--- config.mk ---
export PLATFORM = sky130hd
export DESIGN_NAME = piece_move_engine
export DESIGN_NICKNAME = d
export VERILOG_FILES = /design/src/rtl/tetris_pkg.sv /design/src/rtl/piece_candidate.sv /design/src/rtl/piece_move_engine.sv
export SDC_FILE = /design/constraint.sdc
export NUM_CORES = 1
export LEC_CHECK = 0
export BUFFER_PORTS_ARGS = -buffer_cell sky130_fd_sc_hd__clkbuf_2
export CORE_MARGIN = 3
export CORE_UTILIZATION = 25
export DETAILED_ROUTE_END_ITERATION = 8
export GPL_TIMING_DRIVEN = 1
export PLACE_DENSITY_LB_ADDON = 0.25
export SYNTH_ARGS = -nofsm -noshare
export SYNTH_HDL_FRONTEND = slang
export SYNTH_SLANG_ARGS = --single-unit
--- constraint.sdc ---
create_clock -name clk -period 6.3 [get_ports clk]
set_clock_uncertainty 0.2 [all_clocks]
set_input_delay 0.63 -clock clk [delete_from_list [all_inputs] [get_ports clk]]
set_output_delay 0.63 -clock clk [all_outputs]
set_load 0.1 [all_outputs]
--- src/rtl/tetris_pkg.sv ---
// -----------------------------------------------------------------------------
// tetris_pkg
//   Shared definitions for the piece move engine: command encodings, FSM state
//   enum, default geometry and a helper that classifies an incoming command.
//
//   Optional feature macro: PIECE_ROTATE_EN (enables the ROT_CW command).
// -----------------------------------------------------------------------------
package tetris_pkg;

    localparam int WIDTH_DEF   = 8;   // bits per coordinate
    localparam int CELLS_DEF   = 4;   // cells per piece
    localparam int FIELD_W_DEF = 10;  // field columns
    localparam int FIELD_H_DEF = 20;  // field rows

    // Encodings 6 and 7 are left undefined on purpose and behave as NOP.
    typedef enum logic [2:0] {
        CMD_NOP    = 3'd0,
        CMD_DOWN   = 3'd1,
        CMD_LEFT   = 3'd2,
        CMD_RIGHT  = 3'd3,
        CMD_ROT_CW = 3'd4,
        CMD_LOAD   = 3'd5
    } cmd_e;

    typedef enum logic [2:0] {
        ST_IDLE,
        ST_CHECK,
        ST_EVAL,
        ST_LOCK,
        ST_DONE
    } state_e;

    // True when the command actually moves or spawns a piece. Anything else
    // (NOP, 6, 7, disabled rotation, or non-LOAD after game over) simply
    // finishes one cycle after accept without touching the piece.
    function automatic logic cmd_does_work(input logic [2:0] cmd, input logic game_over);
        logic active;
        case (cmd)
            CMD_DOWN, CMD_LEFT, CMD_RIGHT, CMD_LOAD: active = 1'b1;
`ifdef PIECE_ROTATE_EN
            CMD_ROT_CW:                              active = 1'b1;
`endif
            default:                                 active = 1'b0;
        endcase
        return active && (!game_over || (cmd == CMD_LOAD));
    endfunction

endpackage

--- src/rtl/piece_candidate.sv ---
// -----------------------------------------------------------------------------
// piece_candidate
//   Purely combinational: given a command and the current piece, produce the
//   candidate piece coordinates and a flag telling whether any candidate cell
//   lies outside the field. Coordinates are unsigned, so a step left from x=0
//   wraps to a large value and is caught by the same upper-bound test.
//
//   Optional feature macro: PIECE_ROTATE_EN (builds the ROT_CW datapath).
//
// Ports
//   cmd_i      command being accepted
//   cur_x_i    current piece x, CELLS packed WIDTH-bit cells
//   cur_y_i    current piece y
//   load_x_i   spawn x coords (used for LOAD)
//   load_y_i   spawn y coords (used for LOAD)
//   cand_x_o   candidate x coords
//   cand_y_o   candidate y coords
//   oob_o      at least one candidate cell is outside the field
// -----------------------------------------------------------------------------
module piece_candidate
    import tetris_pkg::*;
#(
    parameter int WIDTH   = WIDTH_DEF,
    parameter int CELLS   = CELLS_DEF,
    parameter int FIELD_W = FIELD_W_DEF,
    parameter int FIELD_H = FIELD_H_DEF
) (
    input  logic [2:0]             cmd_i,
    input  logic [CELLS*WIDTH-1:0] cur_x_i,
    input  logic [CELLS*WIDTH-1:0] cur_y_i,
    input  logic [CELLS*WIDTH-1:0] load_x_i,
    input  logic [CELLS*WIDTH-1:0] load_y_i,
    output logic [CELLS*WIDTH-1:0] cand_x_o,
    output logic [CELLS*WIDTH-1:0] cand_y_o,
    output logic                   oob_o
);

    localparam logic [WIDTH-1:0] FW  = WIDTH'(FIELD_W);
    localparam logic [WIDTH-1:0] FH  = WIDTH'(FIELD_H);
    localparam logic [WIDTH-1:0] ONE = WIDTH'(1);

`ifdef PIECE_ROTATE_EN
    // Rotation pivots on cell 0.
    logic [WIDTH-1:0] x0, y0;
    assign x0 = cur_x_i[WIDTH-1:0];
    assign y0 = cur_y_i[WIDTH-1:0];
`endif

    always_comb begin
        // NOTE: every variable written in a combinational block gets a default
        // first, so no path through the case statements can infer a latch.
        cand_x_o = cur_x_i;
        cand_y_o = cur_y_i;
        for (int i = 0; i < CELLS; i++) begin
            case (cmd_i)
                CMD_DOWN:  cand_y_o[i*WIDTH +: WIDTH] = cur_y_i[i*WIDTH +: WIDTH] + ONE;
                CMD_LEFT:  cand_x_o[i*WIDTH +: WIDTH] = cur_x_i[i*WIDTH +: WIDTH] - ONE;
                CMD_RIGHT: cand_x_o[i*WIDTH +: WIDTH] = cur_x_i[i*WIDTH +: WIDTH] + ONE;
`ifdef PIECE_ROTATE_EN
                CMD_ROT_CW: begin
                    // Clockwise in screen coordinates (y grows downward).
                    cand_x_o[i*WIDTH +: WIDTH] = x0 - (cur_y_i[i*WIDTH +: WIDTH] - y0);
                    cand_y_o[i*WIDTH +: WIDTH] = y0 + (cur_x_i[i*WIDTH +: WIDTH] - x0);
                end
`endif
                CMD_LOAD: begin
                    cand_x_o[i*WIDTH +: WIDTH] = load_x_i[i*WIDTH +: WIDTH];
                    cand_y_o[i*WIDTH +: WIDTH] = load_y_i[i*WIDTH +: WIDTH];
                end
                default: ;
            endcase
        end
    end

    always_comb begin
        oob_o = 1'b0;
        for (int i = 0; i < CELLS; i++) begin
            if ((cand_x_o[i*WIDTH +: WIDTH] >= FW) || (cand_y_o[i*WIDTH +: WIDTH] >= FH)) begin
                oob_o = 1'b1;
            end
        end
    end

endmodule

--- src/rtl/piece_move_engine.sv ---
// -----------------------------------------------------------------------------
// piece_move_engine
//   Holds the active piece and executes one move command at a time. The
//   candidate position is bounds-checked at accept, then each candidate cell is
//   looked up in the field occupancy RAM. A clean move commits; a blocked DOWN
//   writes the current cells into the field (lock); a blocked LOAD spawns
//   anyway and raises the sticky game_over flag.
//
//   Optional feature macro: PIECE_ROTATE_EN (ROT_CW supported; otherwise NOP).
//
// Ports
//   clk, rst          clock, asynchronous active-low reset
//   cmd_valid/ready   command handshake; ready only while idle
//   cmd               command code (tetris_pkg::cmd_e)
//   load_x/load_y     spawn coordinates, sampled when LOAD is accepted
//   occ_rd/x/y        occupancy read request for one cell
//   occ_hit           read result, one cycle after occ_rd
//   wr_en/wr_x/wr_y   lock write, one cell per cycle
//   coord_x/coord_y   current piece coordinates
//   done              one-cycle completion pulse
//   moved/touched     result flags, meaningful only while done=1
//   game_over         sticky: a LOAD spawn was blocked
//
// Timeline (cycle 0 = accept): CHECK issues reads in cycles 1..CELLS, EVAL
// sees the last hit in cycle CELLS+1, DONE follows (or LOCK for CELLS cycles).
// -----------------------------------------------------------------------------
module piece_move_engine
    import tetris_pkg::*;
#(
    parameter int WIDTH   = WIDTH_DEF,
    parameter int CELLS   = CELLS_DEF,
    parameter int FIELD_W = FIELD_W_DEF,
    parameter int FIELD_H = FIELD_H_DEF
) (
    input  logic                   clk,
    input  logic                   rst,
    input  logic                   cmd_valid,
    output logic                   cmd_ready,
    input  logic [2:0]             cmd,
    input  logic [CELLS*WIDTH-1:0] load_x,
    input  logic [CELLS*WIDTH-1:0] load_y,
    output logic                   occ_rd,
    output logic [WIDTH-1:0]       occ_x,
    output logic [WIDTH-1:0]       occ_y,
    input  logic                   occ_hit,
    output logic                   wr_en,
    output logic [WIDTH-1:0]       wr_x,
    output logic [WIDTH-1:0]       wr_y,
    output logic [CELLS*WIDTH-1:0] coord_x,
    output logic [CELLS*WIDTH-1:0] coord_y,
    output logic                   done,
    output logic                   moved,
    output logic                   touched,
    output logic                   game_over
);

    localparam int                BUS_W    = CELLS * WIDTH;
    localparam int                IDX_W    = (CELLS > 1) ? $clog2(CELLS) : 1;
    localparam logic [IDX_W-1:0]  LAST_IDX = IDX_W'(CELLS - 1);

    state_e             state_q, state_d;
    logic [2:0]         cmd_q, cmd_d;
    logic [BUS_W-1:0]   cand_x_q, cand_x_d;
    logic [BUS_W-1:0]   cand_y_q, cand_y_d;
    logic [BUS_W-1:0]   coord_x_q, coord_x_d;
    logic [BUS_W-1:0]   coord_y_q, coord_y_d;
    logic [IDX_W-1:0]   idx_q, idx_d;
    logic               rd_pend_q, rd_pend_d;   // a read was issued last cycle
    logic               blocked_q, blocked_d;
    logic               moved_q, moved_d;
    logic               touched_q, touched_d;
    logic               game_over_q, game_over_d;

    logic [BUS_W-1:0]   new_x, new_y;
    logic               new_oob;
    logic               accept, cmd_active, final_blocked, last_idx;

    piece_candidate #(
        .WIDTH   (WIDTH),
        .CELLS   (CELLS),
        .FIELD_W (FIELD_W),
        .FIELD_H (FIELD_H)
    ) u_candidate (
        .cmd_i    (cmd),
        .cur_x_i  (coord_x_q),
        .cur_y_i  (coord_y_q),
        .load_x_i (load_x),
        .load_y_i (load_y),
        .cand_x_o (new_x),
        .cand_y_o (new_y),
        .oob_o    (new_oob)
    );

    assign accept        = cmd_valid && (state_q == ST_IDLE);
    assign cmd_active    = cmd_does_work(cmd, game_over_q);
    assign final_blocked = blocked_q || occ_hit;
    assign last_idx      = (idx_q == LAST_IDX);

    // ---------------------------------------------------------------- state
    // NOTE: sequential state uses non-blocking assignments so every register
    // samples the values present before the clock edge.
    always_ff @(posedge clk or negedge rst) begin
        if (!rst) state_q <= ST_IDLE;
        else      state_q <= state_d;
    end

    // ----------------------------------------------------------- next state
    always_comb begin
        state_d = state_q;
        case (state_q)
            ST_IDLE: begin
                if (accept) begin
                    if (!cmd_active)  state_d = ST_DONE;
                    else if (new_oob) state_d = (cmd == CMD_DOWN) ? ST_LOCK : ST_DONE;
                    else              state_d = ST_CHECK;
                end
            end
            ST_CHECK: if (last_idx) state_d = ST_EVAL;
            ST_EVAL:  state_d = (final_blocked && (cmd_q == CMD_DOWN)) ? ST_LOCK : ST_DONE;
            ST_LOCK:  if (last_idx) state_d = ST_DONE;
            ST_DONE:  state_d = ST_IDLE;
            default:  state_d = ST_IDLE;
        endcase
    end

    // ------------------------------------------------------------- datapath
    always_comb begin
        cmd_d       = cmd_q;
        cand_x_d    = cand_x_q;
        cand_y_d    = cand_y_q;
        coord_x_d   = coord_x_q;
        coord_y_d   = coord_y_q;
        idx_d       = idx_q;
        rd_pend_d   = 1'b0;
        blocked_d   = blocked_q;
        moved_d     = moved_q;
        touched_d   = touched_q;
        game_over_d = game_over_q;

        case (state_q)
            ST_IDLE: begin
                if (accept) begin
                    // Coords cannot change before DONE, so the candidate is
                    // frozen here and the load inputs need not be held.
                    cmd_d     = cmd;
                    cand_x_d  = new_x;
                    cand_y_d  = new_y;
                    idx_d     = '0;
                    blocked_d = 1'b0;
                    moved_d   = 1'b0;
                    touched_d = 1'b0;
                    if (cmd_active && new_oob) begin
                        blocked_d = 1'b1;
                        if (cmd == CMD_LOAD) begin
                            coord_x_d   = new_x;
                            coord_y_d   = new_y;
                            game_over_d = 1'b1;
                        end
                    end
                end
            end
            ST_CHECK: begin
                rd_pend_d = 1'b1;
                idx_d     = last_idx ? '0 : idx_q + IDX_W'(1);
                if (rd_pend_q && occ_hit) blocked_d = 1'b1;
            end
            ST_EVAL: begin
                blocked_d = final_blocked;
                idx_d     = '0;
                if (!final_blocked) begin
                    coord_x_d = cand_x_q;
                    coord_y_d = cand_y_q;
                    moved_d   = 1'b1;
                end else if (cmd_q == CMD_LOAD) begin
                    coord_x_d   = cand_x_q;
                    coord_y_d   = cand_y_q;
                    game_over_d = 1'b1;
                end
            end
            ST_LOCK: begin
                idx_d = last_idx ? '0 : idx_q + IDX_W'(1);
                if (last_idx) touched_d = 1'b1;
            end
            default: ;
        endcase
    end

    always_ff @(posedge clk or negedge rst) begin
        if (!rst) begin
            cmd_q       <= CMD_NOP;
            cand_x_q    <= '0;
            cand_y_q    <= '0;
            coord_x_q   <= '0;
            coord_y_q   <= '0;
            idx_q       <= '0;
            rd_pend_q   <= 1'b0;
            blocked_q   <= 1'b0;
            moved_q     <= 1'b0;
            touched_q   <= 1'b0;
            game_over_q <= 1'b0;
        end else begin
            cmd_q       <= cmd_d;
            cand_x_q    <= cand_x_d;
            cand_y_q    <= cand_y_d;
            coord_x_q   <= coord_x_d;
            coord_y_q   <= coord_y_d;
            idx_q       <= idx_d;
            rd_pend_q   <= rd_pend_d;
            blocked_q   <= blocked_d;
            moved_q     <= moved_d;
            touched_q   <= touched_d;
            game_over_q <= game_over_d;
        end
    end

    // --------------------------------------------------------------- outputs
    // Strobes decode straight from the state register, so an asynchronous
    // reset drops a lock write in the same cycle.
    always_comb begin
        cmd_ready = (state_q == ST_IDLE);
        occ_rd    = (state_q == ST_CHECK);
        occ_x     = cand_x_q[int'(idx_q)*WIDTH +: WIDTH];
        occ_y     = cand_y_q[int'(idx_q)*WIDTH +: WIDTH];
        wr_en     = (state_q == ST_LOCK);
        wr_x      = coord_x_q[int'(idx_q)*WIDTH +: WIDTH];
        wr_y      = coord_y_q[int'(idx_q)*WIDTH +: WIDTH];
        done      = (state_q == ST_DONE);
        moved     = done && moved_q;
        touched   = done && touched_q;
        game_over = game_over_q;
        coord_x   = coord_x_q;
        coord_y   = coord_y_q;
    end

endmodule

==> results of run 1 <==
## routing by layer
metal / track usage (%) / wire, µm / vias up
met4: 3.39 / 489 / 0
met5: 0 / 0 / -
met3: 3.07 / 2650 / 31
li1: - / - / 4233
met1: 25.9 / 17600 / 4584
met2: 29.3 / 18000 / 347
## metrics by stage
stage                     worst slack [ns]  hold WS, ns  std cells  instance area, µm²  utilization (%)
after global routing                 0.736        0.118       1748               11900             30.5
final                                 1.07       0.0527       1748               11900             30.5
after CTS                             1.17        0.104       1748               11900             30.5
after detailed placement             0.733        0.276       1716               11300             29.0
after global placement               0.866        0.279       1716               11300             29.0
after floorplan                       1.20        0.134       1085               10000                -
## critical path, cell delays in order
cell and delay [ns]:
clkbuf_2 0.09, and2b_1 0.21, nand2_1 0.68, inv_1 0.29, fa_1 0.47, nand2b_1 0.19
a21oi_1 0.21, a21o_1 0.17, a21oi_1 0.08, xnor2_1 0.13, a221oi_1 0.61, nor4b_1 0.40
and4bb_2 0.38, o22ai_4 0.10, buf_12 0.27, mux2_4 0.36
## cell usage after synthesis, types with 4 or more instances
library cell    n  area (µm²)
nor2_1         87         327
o211ai_1        6        45.0
a32o_1          4        40.0
xnor2_1         6        52.6
buf_1           7        26.3
a21oi_1        69         345
buf_6          10         113
a311oi_1        4        35.0
xor2_1         11        96.3
a22oi_1         9        67.6
nand3b_1        7        52.6
o21a_1          4        30.0
nor4_1          4        25.0
nand2_1       172         646
mux4_2         32         721
and3_1         11        68.8
o22ai_1        21         131
dfrtp_1       141        3530
clkbuf_1       43         161
fa_1            4        80.1
nand4_1         8        50.1
mux2_2          6        67.6
a221oi_1       13         114
nand2b_1        5        31.3
mux2i_1        29         290
nor3_1          8        40.0
nor3b_1         4        30.0
o21ai_0       126         631
a22o_1         12         105
nand3_1        21         105
a21o_1         16         120
buf_4           6        45.0
ha_1           31         388
nor2b_1         7        43.8
buf_2          10        50.1
a211oi_1        7        52.6
a31oi_1         7        43.8
inv_1          21        78.8
mux2_4         52         781
o221ai_1        4        35.0
and2_1          7        43.8
## state kept, by name, indices dropped and copies added, names as in the netlist
register	cells
rd_pend_q	1
blocked_q	1
idx_q	2
coord_x	32
touched_q	1
cand_x_q	32
moved_q	1
game_over	1
state_q	3
cmd_q	3
cand_y_q	32
coord_y	32
## cell families after synthesis
group | after synthesis | share of synthesized area, %
adders and majority gates | 35 | 4.67
AOI/OAI and AO/OA | 322 | 19.7
buffers and inverters | 97 | 4.73
xor gates and xnor gates | 17 | 1.48
and+or+nand+nor | 354 | 15.7
muxes | 119 | 18.5
DFF | 141 | 35.2
## worst max path at each step
| stage | startpoint | end | slack (ns) | depth (start not counted) |
|---|---|---|---|---|
| global placement | cmd[2] | coord_x[19]$_DFFE_PN0P_ | 0.87 | 16 |
| detailed placement | cmd[2] | coord_x[19]$_DFFE_PN0P_ | 0.73 | 16 |
| finish | cmd[2] | coord_y[7]$_DFFE_PN0P_ | 1.07 | 16 |
| global route | cmd[2] | coord_y[7]$_DFFE_PN0P_ | 0.74 | 16 |
| floorplan | cmd[2] | coord_y[16]$_DFFE_PN0P_ | 1.20 | 17 |
| CTS | cmd[2] | coord_x[19]$_DFFE_PN0P_ | 1.17 | 16 |
## area by class of cell
| class | instances | share of cell area (%) |
|---|---|---|
| sequential | 141 | 29.6 |
| inverter | 21 | 0.661 |
| clock buffer | 18 | 3.68 |
| timing repair buffer | 189 | 8.43 |
| tap | 518 | 5.43 |
| multi-input combinational | 847 | 50.8 |
| clock inverter | 14 | 1.34 |
==> run_results.csv, run 1 <==
group,metric,value,unit
synth,synth_cell_types,63,
worst_setup_path,cp.arrival,5.34,ns
outcome,status,"finished clean",
worst_setup_path,r2r_start,"coord_x[24]$_DFFE_PN0P_",
place,place_congestion,0.864,
worst_setup_path,crit_required,6.41,ns
final_layout,drive_gt1_share,26.6,%
grt,grt_pass1_wl,58200,µm
clock_network,clk_pin_slew,0.07,ns
final_layout,register_area,3530,µm²
final_layout,diodes,0,
timing,min_period,5.23,ns
worst_setup_path,rr_endpoint,"coord_y[7]$_DFFE_PN0P_",
detailed_routing,vias,9195,
clock_network,cts_setup_buffers,0,
floorplan,initial_core_util,25.7,%
final_layout,final_common_cell,"clkbuf_2",
synth,synth_edf_count,0,
timing,tightest_slew,1.02,ns
grt,grt_antenna_before_repair,0,
place,dpl.hpwl,27800,µm
final_layout,layout_common_cells,"clkbuf_2 (172), nand2_1 (171), dfrtp_1 (139), o21ai_0 (126), nor2_1 (86)",
clock_network,ctsHoldBuffers,0,
synth,synth_fp_nets,1191,
grt,grt_pass1_vias,8953,
detailed_routing,route.detailed.drc,0,
timing,finalMaxSlewViolations,0,
final_layout,multi_input_area,6060,µm²
final_layout,nFillCells,4160,
clock_network,clk_latency,0.43,ns
worst_setup_path,worstSetupPathType,"in -> reg",
synth,synth_seq_cells,141,
clock_network,cts_tree,"yes",
worst_setup_path,critPathLaunchType,"input port",
synth,yosysWarnings,0,
worst_setup_path,r2r_slack,1.95,ns
timing,finalCritPeriodShare,83.0,%
detailed_routing,viasPerCell,5.26,
floorplan,ios,174,
detailed_routing,firstDrtPassIters,5,
detailed_routing,routed_wl,38700,µm
timing,fin_tns_setup,0,ns
floorplan,core,39100,µm²
timing,setup_viol,0,
timing,max_freq,191,MHz
detailed_routing,initialDrtViolationCount,804,
floorplan,fp.dieArea,42600,µm²
timing,rsz0062_at_grt,"no",
clock_network,cts_resized,0,
grt,grtUsageTotal,18.2,%
floorplan,die_x,206,µm
run,max_cap_violations,0,
timing,hold_violations,0,
synth,synth.avg_cell_area,9.24,µm²
worst_setup_path,crit_fanout,64,
timing,slew_headroom,31.9,%
synth,async_reset_ff_share,100,%
worst_setup_path,reg2reg_depth,13,
synth,synth.cell_area,10000,µm²
clock_network,cts_made_buffers,17,
worst_hold_path,hold_class,"in -> async",
synth,syn_inst,1085,
grt,grt_max_degree,92,
clock_network,clock-root-buffer,"clkbuf_16",
floorplan,die_h,206,µm
clock_network,cts_htree_levels,4,
grt,overflow,0,
synth,ys_seq_area_share,35.2,%
clock_network,cts_sinks,141,
place,port_buffers,173,
final_layout,area_delta_synth_final,18.9,%
detailed_routing,wl_per_cell,22.2,µm
worst_setup_path,end_kind,"flop",
final_layout,nets,1323,
detailed_routing,ant_nets,0,
synth,synth-main-ff-cell,"dfrtp_1",
floorplan,placementRows,72,
clock_network,cts_buffer_depth,2,
Power of run 1 is left out: the tool's default activity adds up to more than one toggle a clock period on the data nets, which glitch-free logic cannot reach.
==> run 2: changes to the inputs <==
ABC_AREA = 1   (was unset)
clock period = 5 ns   (was 6.3 ns; I/O delays follow)
==> run_results.csv, run 2 <==
group,metric,value,unit
outcome,status,"finished clean",
timing,tightest_slew,1.04,ns
worst_hold_path,hold_class,"in -> reg",
timing,finalMaxSlewViolations,0,
synth,synth_fa_ha_area_share,4.35,%
synth,synth_top_family_by_area,"simple AND/OR/NAND/NOR gates",
synth,synth-compound-area-share,15.5,%
worst_hold_path,hold-path-endpoint,"cand_y_q[17]$_DFFE_PN0P_",
detailed_routing,firstDrtPassIters,5,
final_layout,final_util,30.0,%
clock_network,cts_htree_levels,4,
grt,grt_max_degree,101,
detailed_routing,viasPerCell,4.89,
final_layout,drive_gt1_share,13.2,%
worst_setup_path,r2r_slack,1.12,ns
final_layout,nets,1946,
worst_setup_path,crit_required,5.17,ns
timing,min_period,4.06,ns
final_layout,area_delta_synth_final,17.7,%
synth,yosysWarnings,0,
clock_network,clk_latency,0.44,ns
worst_setup_path,end_kind,"flop",
timing,finalCritPeriodShare,81.1,%
synth,synth.cell_area,10800,µm²
run,max_cap_violations,0,
synth,synthMuxAreaShare,0,%
clock_network,cts_buffer_depth,2,
final_layout,final_common_cell,"nand2_1",
clock_network,cts_sinks,141,
floorplan,die_x,213,µm
place,place_area,12000,µm²
worst_setup_path,rr_endpoint,"coord_x[1]$_DFFE_PN0P_",
synth,synthXorXnorAreaFrac,0.163,%
timing,max_freq,247,MHz
floorplan,initial_core_util,25.5,%
synth,synth_area_leaders,"dfrtp_1 (33%), nand2_1 (21%), o21ai_0 (9.5%)",
grt,grt_pass1_vias,10881,
timing,slew_headroom,30.5,%
synth,yosysTopAreaCellShare,32.8,%
timing,holdWs,0.194,ns
final_layout,nFillCells,4746,
clock_network,clk_pin_slew,0.06,ns
place,port_buffers,173,
worst_setup_path,worstSetupPathType,"in -> reg",
timing,setup_viol,0,
worst_setup_path,critPathLaunchType,"input port",
synth,synth_cell_types,34,
synth,synth-main-ff-cell,"dfrtp_1",
detailed_routing,wl_per_cell,18.5,µm
synth,synth_edf_count,0,
synth,synth.avg_cell_area,6.25,µm²
floorplan,placementRows,75,
detailed_routing,initialDrtViolationCount,926,
place,dpl.hpwl,31600,µm
floorplan,die_h,213,µm
synth,ys_seq_area_share,32.8,%
grt,grtUsageTotal,19.4,%
synth,syn_inst,1721,
synth,synth_seq_cells,141,
final_layout,diodes,0,
detailed_routing,vias,11683,
place,place_congestion,0.874,
synth,synth_fp_nets,1827,
timing,fin_tns_setup,0,ns
timing,rsz0062_at_grt,"no",
synth,yosys.area_share.simple,35.3,%
worst_setup_path,reg2reg_depth,20,
detailed_routing,route.detailed.drc,0,
worst_setup_path,r2r_start,"coord_x[16]$_DFFE_PN0P_",
timing,hold_violations,0,
worst_setup_path,crit_fanout,37,
worst_hold_path,hold_depth,5,
synth,netlist_top_cells_count,"nand2_1 (603), o21ai_0 (205), inv_1 (202)",
detailed_routing,ant_nets,0,
clock_network,cts_made_buffers,17,
final_layout,layout_common_cells,"nand2_1 (603), o21ai_0 (205), inv_1 (202), nand3_1 (176), clkbuf_2 (172)",
clock_network,cts_setup_buffers,0,
worst_hold_path,hp-start,"load_y[17]",
clock_network,clock-root-buffer,"clkbuf_16",
grt,grt_pass1_wl,67300,µm
worst_setup_path,cp.arrival,4.22,ns
floorplan,ios,174,
grt,grt_antenna_before_repair,1,
synth,yosysTopAreaCell,"dfrtp_1",
synth,synth_most_common_cell,"nand2_1",
floorplan,core,42200,µm²
final_layout,finalInstanceArea,12700,µm²
clock_network,cts_tree,"yes",
floorplan,fp.dieArea,45600,µm²
synth,async_reset_ff_share,100,%
worst_setup_path,crit_slowest_cell,"buf_4",
worst_setup_path,max_stage_delay,0.43,ns
detailed_routing,routed_wl,44300,µm
grt,overflow,0,
worst_setup_path,crit_chain,"clkbuf_2, nor2_2, nand2_1, buf_4, ha_1, a21oi_1, nand3_1, nand3_1, nand2_1, inv_1, nand3_1, nor2_1, nand3_1, nor2_1, nand4_2, nand3_2, nand2_2, nand2_2, buf_4, nand2_1, nand2_1",
[run 2: cells by family (layout without fill, tap and decap cells)]
kind of cell             after synthesis  count (layout)
flip-flops                           141             141
AND/OR/NAND/NOR                      915             915
AO/OA/AOI/OAI                        320             320
buffers and inverters                308             438
adder cells (fa/ha/maj)               35              35
XOR/XNOR                               2               2
[run 2: timing repair]
action | CTS | global route
resized for setup | 0 | 0
hold endpoints to repair | 42 | 0
hold buffers | 1 | 0
setup endpoints to repair | 0 | 0
[run 2: worst max-delay path by stage]
stage	slack, ns	end	startpoint	cells past startpoint
global route	0.64	coord_y[14]$_DFFE_PN0P_	cmd[2]	21
finish	0.94	coord_x[1]$_DFFE_PN0P_	cmd[2]	21
CTS	1.00	coord_y[5]$_DFFE_PN0P_	cmd[2]	21
detailed placement	0.57	coord_y[23]$_DFFE_PN0P_	cmd[2]	21
global placement	0.65	coord_x[1]$_DFFE_PN0P_	cmd[2]	21
floorplan	1.02	wr_x[3]	coord_x[11]$_DFFE_PN0P_	2
[run 2: layout make-up]
type	instances	area, µm²	share of cell area [%]
clock buffers	22	464	3.67
clock inverters	8	140	1.11
inverters	212	798	6.30
multi-input cells	1272	5970	47.2
flip-flops and latches	141	3530	27.9
well taps	539	674	5.33
repair buffers	196	1080	8.57
[run 2: critical path, delay by kind of cell]
kind,cells,cell delay (ns)
AND/OR/NAND/NOR,15,1.82
buffers and inverters,4,1.19
adder cells (fa/ha/maj),1,0.38
AO/OA/AOI/OAI,1,0.24
[run 2: per-stage QoR]
step | std cells | worst slack, ns
floorplan | 1721 | 1.02
global placement | 2359 | 0.648
detailed placement | 2359 | 0.575
CTS | 2390 | 1.00
global route | 2390 | 0.643
finish | 2390 | 0.945
[run 2: per-layer routing]
metal  part of all wire [%]  up-vias  track usage, %
met3                    7.1       47            3.80
met5                  0.029        -               0
met4                    1.8        2            4.33
met1                     46     5459            27.7
met2                     45      420            30.6
li1                       -     5755               -
Power of run 2 is left out for the same reason.
==> run 3: changes to the inputs <==
clock period = 3.5 ns   (was 5 ns; I/O delays follow)
==> run_results.csv, run 3 (same netlist as run 2, synthesis figures left out) <==
group,metric,value,unit
timing,fin_tns_setup,0,ns
worst_setup_path,crit_required,3.62,ns
timing,hold_violations,0,
worst_setup_path,reg2reg_depth,20,
floorplan,ios,174,
final_layout,layout_common_cells,"nand2_1 (601), o21ai_0 (204), inv_1 (202), nand3_1 (176), clkbuf_2 (140)",
place,dp_slack,-0.264,ns
final_layout,area_delta_synth_final,29.7,%
place,place_congestion,0.878,
detailed_routing,viasPerCell,4.88,
timing,min_period,3.25,ns
timing,max_freq,307,MHz
floorplan,die_x,213,µm
grt,grt_antenna_before_repair,0,
worst_setup_path,end_kind,"flop",
grt,overflow,0,
clock_network,cts_made_buffers,17,
worst_setup_path,critPathLaunchType,"input port",
detailed_routing,wl_per_cell,18.2,µm
clock_network,cts_sinks,141,
final_layout,nets,2024,
run,max_cap_violations,0,
floorplan,initial_core_util,25.5,%
detailed_routing,wl_met2,19800,µm
outcome,status,"finished clean",
final_layout,diodes,0,
final_layout,multi_input_area,5990,µm²
worst_setup_path,crit_start,"cmd[1]",
detailed_routing,vias,12055,
final_layout,drive_gt1_share,17.3,%
detailed_routing,dr_wl_met3,3200,µm
grt,grtUsageTotal,19.7,%
grt,grt_max_degree,142,
worst_hold_path,hold_depth,5,
detailed_routing,initialDrtViolationCount,976,
worst_setup_path,worstSetupPathType,"in -> reg",
worst_hold_path,hold_class,"in -> reg",
place,port_buffers,173,
clock_network,cts_htree_levels,4,
clock_network,clk_pin_slew,0.07,ns
detailed_routing,route.detailed.drc,0,
floorplan,die_h,213,µm
final_layout,final_common_cell,"nand2_1",
timing,slew_headroom,34.0,%
worst_hold_path,hp-start,"load_y[9]",
timing,tightest_slew,0.989,ns
timing,finalCritPeriodShare,92.9,%
final_layout,nFillCells,4670,
detailed_routing,routed_wl,45100,µm
worst_setup_path,crit_chain,"clkbuf_2, buf_4, nand2_1, nor2_8, buf_12, fa_1, inv_1, nand3_1, nand2_1, nand2_1, nand3_1, nand2_1, inv_1, nand3_1, nor2_1, nand3_1, nor2_1, nand4_2, nand3_2, nand2_2, buf_4, buf_12, nand3_1, nand2_1",
detailed_routing,firstDrtPassIters,5,
timing,setup_viol,0,
worst_setup_path,crit_fanout,14,
clock_network,cts_tree,"yes",
worst_setup_path,max_stage_delay,0.40,ns
worst_setup_path,cp.arrival,3.37,ns
grt,grt_pass1_wl,68100,µm
timing,finalMaxSlewViolations,0,
floorplan,placementRows,75,
floorplan,fp.dieArea,45600,µm²
clock_network,clk_latency,0.43,ns
timing,fin_ws,0.247,ns
grt,grt_pass1_vias,11326,
detailed_routing,ant_nets,0,
detailed_routing,routed.top_layer,"met4",
place,place_area,13300,µm²
detailed_routing,drt-met1-wl,20500,µm
clock_network,cts_buffer_depth,2,
timing,rsz0062_at_grt,"no",
worst_setup_path,r2r_start,"coord_x[25]$_DFFE_PN0P_",
clock_network,clock-root-buffer,"clkbuf_16",
place,dpl.hpwl,32500,µm
worst_setup_path,crit_slowest_cell,"fa_1",
final_layout,finalInstanceArea,14000,µm²
final_layout,register_area,3530,µm²
floorplan,core,42200,µm²
==> run 3: worst paths after layout <==
| path | end | slack (ns) |
|---|---|---|
| max | coord_x[12]$_DFFE_PN0P_ | 0.25 |
| min | cand_y_q[9]$_DFFE_PN0P_ | 0.06 |
| max reg2reg | coord_x[12]$_DFFE_PN0P_ | 0.26 |
| min reg2reg | cmd_q[1]$_DFFE_PN0P_ | 0.30 |
| max in group asynchronous | coord_x[25]$_DFFE_PN0P_ | 2.00 |
| min in group asynchronous | cand_y_q[1]$_DFFE_PN0P_ | 0.33 |
==> run 3: final cells by class <==
cell class	count	area share, %
clock inverters	14	1.54
inverters	212	5.72
flip-flops and latches	141	25.3
multi-input cells	1272	42.9
clock buffers	18	3.15
repair buffers	274	16.6
well taps	539	4.83
==> run 3: through the flow <==
stage | hold WS (ns) | util, % | std cells
detailed placement | 0.278 | 31.4 | 2435
floorplan | -0.146 | - | 1721
global placement | 0.267 | 31.4 | 2435
global route | 0.0801 | 33.1 | 2470
CTS | 0.0375 | 33.0 | 2468
finish | 0.0593 | 33.1 | 2470
==> run 3: per-layer routing <==
metal	vias up	GRT usage, %
met5	-	0
met2	478	31.1
met4	0	6.68
met3	70	3.41
met1	5595	27.3
li1	5912	-
==> run 3: repair_timing <==
action	4_1_cts	5_1_grt
gates resized for setup	0	7
setup endpoints to repair	0	64
endpoints found under the hold margin	141	0
hold buffers	1	0
buffers inserted	0	2
==> run 3: critical path, delay by kind of cell <==
kind / cells / cell delay, ns
and+or+nand+nor: 16 / 1.63
adders and majority gates: 1 / 0.40
buffers and inverters: 7 / 0.96
Power of run 3 is left out for the same reason.
